===== config.mk =====
export PLATFORM = sky130hd
export DESIGN_NAME = i2c_bus_arbiter_flat
export DESIGN_NICKNAME = d
export VERILOG_FILES = /design/src/rtl/i2c_bus_arbiter_if.sv /design/src/rtl/i2c_bus_arbiter.sv /design/src/flat_wrapper.sv
export SDC_FILE = /design/constraint.sdc
export NUM_CORES = 1
export LEC_CHECK = 0
export BUFFER_PORTS_ARGS = -buffer_cell sky130_fd_sc_hd__buf_2
export CORE_MARGIN = 3
export CORE_UTILIZATION = 33
export DETAILED_ROUTE_END_ITERATION = 10
export PLACE_DENSITY_LB_ADDON = 0.2
export SYNTH_ARGS = -nofsm -noshare
export SYNTH_HDL_FRONTEND = slang
export SYNTH_SLANG_ARGS = --single-unit

===== constraint.sdc =====
create_clock -name i_clk -period 2.4 [get_ports i_clk]
set_input_delay 0.36 -clock i_clk [delete_from_list [all_inputs] [get_ports i_clk]]
set_output_delay 0.36 -clock i_clk [all_outputs]
set_load 0.01 [all_outputs]

===== src/rtl/i2c_bus_arbiter_if.sv =====
// Bundle of requester, read-return and I2C-master-side signals around the arbiter.
// Ports: two requester command/read channels plus the shared master command/read channel.
// Modports: master = arbiter view (drives o_*), slave = environment view (drives i_*).
interface i2c_bus_arbiter_if #(
   parameter int p_cmd_width = 8
);
   // requester 0 (OV7670 config)
   logic                   i_req0_valid;
   logic [p_cmd_width-1:0] i_req0_cmd;
   logic [7:0]             i_req0_wr_data;
   logic                   i_req0_last;
   logic                   o_req0_ready;
   logic                   o_req0_rd_valid;
   logic                   i_req0_rd_ready;
   // requester 1 (MLX90640)
   logic                   i_req1_valid;
   logic [p_cmd_width-1:0] i_req1_cmd;
   logic [7:0]             i_req1_wr_data;
   logic                   i_req1_last;
   logic                   o_req1_ready;
   logic                   o_req1_rd_valid;
   logic                   i_req1_rd_ready;
   // shared read data towards requesters
   logic [7:0]             o_rd_data;
   // I2C master engine side
   logic                   o_cmd_valid;
   logic [p_cmd_width-1:0] o_cmd_data;
   logic [7:0]             o_wr_data;
   logic                   i_cmd_ready;
   logic                   i_rd_valid;
   logic [7:0]             i_rd_data;
   logic                   o_rd_ready;
   logic                   i_master_busy;

   modport master (
      input  i_req0_valid, i_req0_cmd, i_req0_wr_data, i_req0_last, i_req0_rd_ready,
      input  i_req1_valid, i_req1_cmd, i_req1_wr_data, i_req1_last, i_req1_rd_ready,
      input  i_cmd_ready, i_rd_valid, i_rd_data, i_master_busy,
      output o_req0_ready, o_req0_rd_valid, o_req1_ready, o_req1_rd_valid, o_rd_data,
      output o_cmd_valid, o_cmd_data, o_wr_data, o_rd_ready
   );

   modport slave (
      output i_req0_valid, i_req0_cmd, i_req0_wr_data, i_req0_last, i_req0_rd_ready,
      output i_req1_valid, i_req1_cmd, i_req1_wr_data, i_req1_last, i_req1_rd_ready,
      output i_cmd_ready, i_rd_valid, i_rd_data, i_master_busy,
      input  o_req0_ready, o_req0_rd_valid, o_req1_ready, o_req1_rd_valid, o_rd_data,
      input  o_cmd_valid, o_cmd_data, o_wr_data, o_rd_ready
   );
endinterface


===== src/rtl/i2c_bus_arbiter.sv =====
// Two-requester I2C bus arbiter: whole transactions granted, round-robin on ties.
// Latency: grant registered, one cycle after request; commands then pass combinationally.
// Backpressure: owner ready follows i_cmd_ready; non-owners held off until release.
// Ports: i_clk, i_rst_n (async active-low), bus (i2c_bus_arbiter_if.master),
//        o_grant (one-hot owner), o_timeout (one-cycle pulse).
// Optional: define I2C_ARB_TIMEOUT_EN to force release of an owner silent for
//           p_timeout_cycles cycles; otherwise ownership is held indefinitely.
module i2c_bus_arbiter #(
   parameter int p_cmd_width      = 8,
   parameter int p_timeout_cycles = 1000000
) (
   input  logic              i_clk,
   input  logic              i_rst_n,
   i2c_bus_arbiter_if.master bus,
   output logic [1:0]        o_grant,
   output logic              o_timeout
);

   typedef enum logic [1:0] {IDLE, OWN0, OWN1, DRAIN} t_state;

   t_state                 state_q, state_d;
   logic [1:0]             grant_q, grant_d;
   logic                   last_served_q;
   logic                   rd_owner_q;
   logic                   own_hs;
   logic                   to_expire;
   logic                   cmd_valid;
   logic [p_cmd_width-1:0] cmd_data;
   logic [7:0]             wr_data;
   logic                   req0_ready, req1_ready;
   logic                   in_idle;

   // handshake of the current owner; kept outside the FSM block so the
   // timeout logic can use it without a combinational feedback path
   assign own_hs = ((state_q == OWN0) && bus.i_req0_valid && bus.i_cmd_ready) ||
                   ((state_q == OWN1) && bus.i_req1_valid && bus.i_cmd_ready);

   always_comb begin
      state_d    = state_q;
      cmd_valid  = 1'b0;
      cmd_data   = '0;
      wr_data    = '0;
      req0_ready = 1'b0;
      req1_ready = 1'b0;
      case (state_q)
         IDLE: begin
            // on a tie the requester not served last wins
            if (bus.i_req0_valid && (!bus.i_req1_valid || last_served_q))
               state_d = OWN0;
            else if (bus.i_req1_valid)
               state_d = OWN1;
         end
         OWN0: begin
            cmd_valid  = bus.i_req0_valid;
            cmd_data   = bus.i_req0_cmd;
            wr_data    = bus.i_req0_wr_data;
            req0_ready = bus.i_cmd_ready;
            if ((own_hs && bus.i_req0_last) || to_expire)
               state_d = DRAIN;
         end
         OWN1: begin
            cmd_valid  = bus.i_req1_valid;
            cmd_data   = bus.i_req1_cmd;
            wr_data    = bus.i_req1_wr_data;
            req1_ready = bus.i_cmd_ready;
            if ((own_hs && bus.i_req1_last) || to_expire)
               state_d = DRAIN;
         end
         DRAIN: begin
            // wait for the master to finish the stop condition
            if (!bus.i_master_busy)
               state_d = IDLE;
         end
         default: state_d = IDLE;
      endcase
   end

   always_comb begin
      grant_d = 2'b00;
      case (state_d)
         OWN0:    grant_d = 2'b01;
         OWN1:    grant_d = 2'b10;
         DRAIN:   grant_d = grant_q;
         default: grant_d = 2'b00;
      endcase
   end

   always_ff @(posedge i_clk or negedge i_rst_n) begin
      if (!i_rst_n) begin
         state_q       <= IDLE;
         grant_q       <= 2'b00;
         last_served_q <= 1'b1;
         rd_owner_q    <= 1'b0;
      end else begin
         state_q <= state_d;
         grant_q <= grant_d;
         if (state_q == IDLE && state_d == OWN0)
            rd_owner_q <= 1'b0;
         else if (state_q == IDLE && state_d == OWN1)
            rd_owner_q <= 1'b1;
         // rd_owner still names the owner being released
         if (state_q == DRAIN && state_d == IDLE)
            last_served_q <= rd_owner_q;
      end
   end

`ifdef I2C_ARB_TIMEOUT_EN
   localparam int lp_cnt_w = (p_timeout_cycles > 1) ? $clog2(p_timeout_cycles + 1) : 1;

   logic [lp_cnt_w-1:0] to_cnt_q;
   logic                timeout_q;
   logic                owning;

   assign owning    = (state_q == OWN0) || (state_q == OWN1);
   // fires on the p_timeout_cycles-th consecutive silent owner cycle
   assign to_expire = owning && !own_hs &&
                      (to_cnt_q == lp_cnt_w'(p_timeout_cycles - 1));
   assign o_timeout = timeout_q;

   always_ff @(posedge i_clk or negedge i_rst_n) begin
      if (!i_rst_n) begin
         to_cnt_q  <= '0;
         timeout_q <= 1'b0;
      end else begin
         // counter is zero outside ownership, so every grant starts from zero
         if (!owning || own_hs)
            to_cnt_q <= '0;
         else
            to_cnt_q <= to_cnt_q + lp_cnt_w'(1);
         timeout_q <= to_expire;
      end
   end
`else
   assign to_expire = 1'b0;
   assign o_timeout = 1'b0;
`endif

   assign in_idle = (state_q == IDLE);

   assign bus.o_cmd_valid  = cmd_valid;
   assign bus.o_cmd_data   = cmd_data;
   assign bus.o_wr_data    = wr_data;
   assign bus.o_req0_ready = req0_ready;
   assign bus.o_req1_ready = req1_ready;

   // read return: routed to the last granted owner; discarded while idle so
   // the master never stalls on an orphaned beat
   assign bus.o_rd_data       = bus.i_rd_data;
   assign bus.o_req0_rd_valid = bus.i_rd_valid && !in_idle && !rd_owner_q;
   assign bus.o_req1_rd_valid = bus.i_rd_valid && !in_idle && rd_owner_q;
   assign bus.o_rd_ready      = in_idle ? 1'b1 :
                                (rd_owner_q ? bus.i_req1_rd_ready : bus.i_req0_rd_ready);

   assign o_grant = grant_q;

endmodule


===== src/flat_wrapper.sv =====
// flat-port wrapper written by rule: the top's interface ports become plain ports
module i2c_bus_arbiter_flat 
#(
   parameter int p_cmd_width      = 8,
   parameter int p_timeout_cycles = 1000000
)
  (i_clk, i_rst_n, o_grant, o_timeout, bus_i_req0_valid, bus_i_req0_cmd, bus_i_req0_wr_data, bus_i_req0_last, bus_i_req0_rd_ready, bus_i_req1_valid, bus_i_req1_cmd, bus_i_req1_wr_data, bus_i_req1_last, bus_i_req1_rd_ready, bus_i_cmd_ready, bus_i_rd_valid, bus_i_rd_data, bus_i_master_busy, bus_o_req0_ready, bus_o_req0_rd_valid, bus_o_req1_ready, bus_o_req1_rd_valid, bus_o_rd_data, bus_o_cmd_valid, bus_o_cmd_data, bus_o_wr_data, bus_o_rd_ready);
  i2c_bus_arbiter_if #(.p_cmd_width(p_cmd_width)) bus_i ();
  input  logic i_clk;
  input  logic i_rst_n;
  output logic [1:0] o_grant;
  output logic o_timeout;
  input wire logic [$bits(bus_i.i_req0_valid)-1:0] bus_i_req0_valid;
  input wire logic [$bits(bus_i.i_req0_cmd)-1:0] bus_i_req0_cmd;
  input wire logic [$bits(bus_i.i_req0_wr_data)-1:0] bus_i_req0_wr_data;
  input wire logic [$bits(bus_i.i_req0_last)-1:0] bus_i_req0_last;
  input wire logic [$bits(bus_i.i_req0_rd_ready)-1:0] bus_i_req0_rd_ready;
  input wire logic [$bits(bus_i.i_req1_valid)-1:0] bus_i_req1_valid;
  input wire logic [$bits(bus_i.i_req1_cmd)-1:0] bus_i_req1_cmd;
  input wire logic [$bits(bus_i.i_req1_wr_data)-1:0] bus_i_req1_wr_data;
  input wire logic [$bits(bus_i.i_req1_last)-1:0] bus_i_req1_last;
  input wire logic [$bits(bus_i.i_req1_rd_ready)-1:0] bus_i_req1_rd_ready;
  input wire logic [$bits(bus_i.i_cmd_ready)-1:0] bus_i_cmd_ready;
  input wire logic [$bits(bus_i.i_rd_valid)-1:0] bus_i_rd_valid;
  input wire logic [$bits(bus_i.i_rd_data)-1:0] bus_i_rd_data;
  input wire logic [$bits(bus_i.i_master_busy)-1:0] bus_i_master_busy;
  output wire logic [$bits(bus_i.o_req0_ready)-1:0] bus_o_req0_ready;
  output wire logic [$bits(bus_i.o_req0_rd_valid)-1:0] bus_o_req0_rd_valid;
  output wire logic [$bits(bus_i.o_req1_ready)-1:0] bus_o_req1_ready;
  output wire logic [$bits(bus_i.o_req1_rd_valid)-1:0] bus_o_req1_rd_valid;
  output wire logic [$bits(bus_i.o_rd_data)-1:0] bus_o_rd_data;
  output wire logic [$bits(bus_i.o_cmd_valid)-1:0] bus_o_cmd_valid;
  output wire logic [$bits(bus_i.o_cmd_data)-1:0] bus_o_cmd_data;
  output wire logic [$bits(bus_i.o_wr_data)-1:0] bus_o_wr_data;
  output wire logic [$bits(bus_i.o_rd_ready)-1:0] bus_o_rd_ready;
  assign bus_i.i_req0_valid = bus_i_req0_valid;
  assign bus_i.i_req0_cmd = bus_i_req0_cmd;
  assign bus_i.i_req0_wr_data = bus_i_req0_wr_data;
  assign bus_i.i_req0_last = bus_i_req0_last;
  assign bus_i.i_req0_rd_ready = bus_i_req0_rd_ready;
  assign bus_i.i_req1_valid = bus_i_req1_valid;
  assign bus_i.i_req1_cmd = bus_i_req1_cmd;
  assign bus_i.i_req1_wr_data = bus_i_req1_wr_data;
  assign bus_i.i_req1_last = bus_i_req1_last;
  assign bus_i.i_req1_rd_ready = bus_i_req1_rd_ready;
  assign bus_i.i_cmd_ready = bus_i_cmd_ready;
  assign bus_i.i_rd_valid = bus_i_rd_valid;
  assign bus_i.i_rd_data = bus_i_rd_data;
  assign bus_i.i_master_busy = bus_i_master_busy;
  assign bus_o_req0_ready = bus_i.o_req0_ready;
  assign bus_o_req0_rd_valid = bus_i.o_req0_rd_valid;
  assign bus_o_req1_ready = bus_i.o_req1_ready;
  assign bus_o_req1_rd_valid = bus_i.o_req1_rd_valid;
  assign bus_o_rd_data = bus_i.o_rd_data;
  assign bus_o_cmd_valid = bus_i.o_cmd_valid;
  assign bus_o_cmd_data = bus_i.o_cmd_data;
  assign bus_o_wr_data = bus_i.o_wr_data;
  assign bus_o_rd_ready = bus_i.o_rd_ready;
  i2c_bus_arbiter #(.p_cmd_width(p_cmd_width), .p_timeout_cycles(p_timeout_cycles)) u_core (.i_clk(i_clk), .i_rst_n(i_rst_n), .bus(bus_i), .o_grant(o_grant), .o_timeout(o_timeout));
endmodule

==> results.txt <==
Unique masters post-synth: 30
Post-CTS Hold Fix Bufs: 1
post-DP HPWL: 1780 um
Routed Antenna Nets: 0
setup TNS: 0 ns
most common cell after layout, fill and taps aside: buf_2
worst reg2reg path depth: 6
Layout area overhead: 44.6%
placer congestion estimate: 0.737
syn_nets: 148
Worst Path Arrival: 2.33 ns
Initial Utilization: 36.3%
CTS root buf: clkbuf_4
postcts setup bufs: 0
Total GRT Usage: 14.2%
crit path kind: flip-flop to flip-flop
Core Region: 0.00204 sq mm
clock-pin slew on the worst setup and hold paths: 0.05 ns
skew final: 0.00686 ns
Final Hold Vio Count: 0
Slew Viols, Final: 0
Gates resized, CTS repair: 0
crit end category: flip-flop
reg2reg start: u_core.state_q[0]
Ant. Diodes: 0
reg-to-reg endpoint: u_core.last_served_q
maxcap violations: 0
Max Root-Sink Buffers: 2
worst vdd ir: 0.000627 V
vias in the first global route: 726
Yosys reg bits: 6
worst-path fanout max: 9
Top Ports: 84
Final min period: 2.17 ns
worst-skew pair later-pin latency: 0.24 ns
first drt pass iteration count: 4
syn_area_per_cell: 8.05 sq um
status: finished, final reports clean
DRC viols: 0
Die H: 53.4 um
setup violators final: 0
first-pass GRT wire length: 3120 um
CTS H-tree lvls: 1
Final #Nets: 208
initial DRC count: 17
Post-Route WL: 2160 um
share of cells above drive strength 1: 49.0%
startpoint types: flip-flop
Die W: 53.4 um
Tot Pwr: 1.30 mW
leakage dissipation: 0.577 nW
WP data required: 2.56 ns
register area share after synthesis: 20.4%
CTS tree: yes
Syn Inst Count: 92
vias per inst: 4.84
Max Freq: 461 MHz
largest net degree at the start of global routing: 19
DR WL/cell: 12.1 um
antenna violations before repair: 0
period utilization: 90.4%
total die area: 0.00285 sq mm
# clock sinks: 6
beginning of the critical path: u_core.state_q[0]
P per Cell Area: 1210 mW/mm^2
I/O Buffers: 66
worst reg2reg setup slack: 0.23 ns
RSZ-0062 raised after global routing: no
num rows: 16
Syn. warnings: 0
Vias: 862
Hold Slack: 0.457 ns
GRT Residual Overflow: 0
Hold Path Class: primary input to asynchronous set/reset pin
CTS Buf Count: 3
Post-Syn Area: 741 sq um
most frequent cells in the layout: buf_2 (66), nor2b_1 (18), a22oi_1 (17)
registers in the layout, indices dropped and copies added (netlist names):
| register | count |
|---|---|
| u_core.last_served_q | 1 |
| u_core.o_grant | 2 |
| u_core.rd_owner_q | 1 |
| u_core.state_q | 2 |
final cells by class:
| cell class | count | area, sq um |
|---|---|---|
| flip-flops and latches | 6 | 151 |
| repair buffers | 70 | 363 |
| well taps | 27 | 33.8 |
| multi-input cells | 67 | 482 |
| inverters | 4 | 15.0 |
| clock buffers | 4 | 26.3 |
| fillers | 208 | 971 |
power by group:
part / switching [mW] / internal, mW
registers: 0.0527 / 0.159
logic: 0.513 / 0.474
clock network: 0.0388 / 0.0631
total: 0.604 / 0.697
synth_stat cells:
master	count	area, sq um
nor2b_1	18	113
a22oi_1	17	128
buf_4	9	67.6
dfrtp_1	5	125
ha_1	5	62.6
a21oi_1	3	15.0
inv_1	3	11.3
nor2_1	3	11.3
a211o_1	2	17.5
and2_1	2	12.5
buf_1	2	7.51
buf_2	2	10.0
clkbuf_1	2	7.51
nand3_1	2	10.0
o21a_1	2	15.0
a221o_1	1	10.0
a31oi_1	1	6.26
and3b_1	1	8.76
and4bb_1	1	12.5
conb_1	1	3.75
dfstp_2	1	26.3
inv_2	1	3.75
mux2_1	1	11.3
nand2_1	1	3.75
nand2b_1	1	6.26
nand3b_1	1	7.51
nand4_1	1	6.26
nor3b_1	1	7.51
o21ai_0	1	5.00
o2bb2ai_1	1	8.76
critical path: stages, from the launching register on:
cell      delay, ns
dfrtp_1        0.39
inv_1          0.10
ha_1           0.32
a211o_1        0.30
a221o_1        0.37
and4bb_1       0.28
mux2_1         0.32
kinds of logic (layout without fill, tap and decap cells):
family,after synthesis,after routing,synth area share (%)
and+or+nand+nor,32,32,26.9
AOI/OAI and AO/OA,28,28,27.7
buffers and inverters,19,78,14.5
DFF,6,6,20.4
adders and majority gates,5,5,8.45
other,1,1,0.506
muxes,1,1,1.52
worst max path at each step:
stage                            to  depth (start not counted)
6_report       u_core.last_served_q                          6
2_1_floorplan  u_core.last_served_q                          8
3_3_place_gp   u_core.last_served_q                          6
4_1_cts        u_core.last_served_q                          6
5_1_grt        u_core.last_served_q                          7
3_5_place_dp   u_core.last_served_q                          6
per-layer routing:
metal  share of wire (%)  wire length, um  GRT usage [%]
met3                 7.7              166           2.54
met5                   0                0              0
met1                  41              874           17.4
met4                   0                0           4.26
met2                  52             1120           24.9
per-stage QoR:
stage | setup slack (ns) | std cells | instance area (sq um) | util [%]
6_report | 0.231 | 178 | 1070 | 52.5
5_1_grt | 0.0865 | 178 | 1070 | 52.5
4_1_cts | 0.232 | 178 | 1070 | 52.5
3_5_place_dp | 0.257 | 173 | 1030 | 50.7
3_3_place_gp | 0.300 | 173 | 1030 | 50.7
2_1_floorplan | 0.307 | 92 | 741 | -
(Power assumes the default switching activity.)
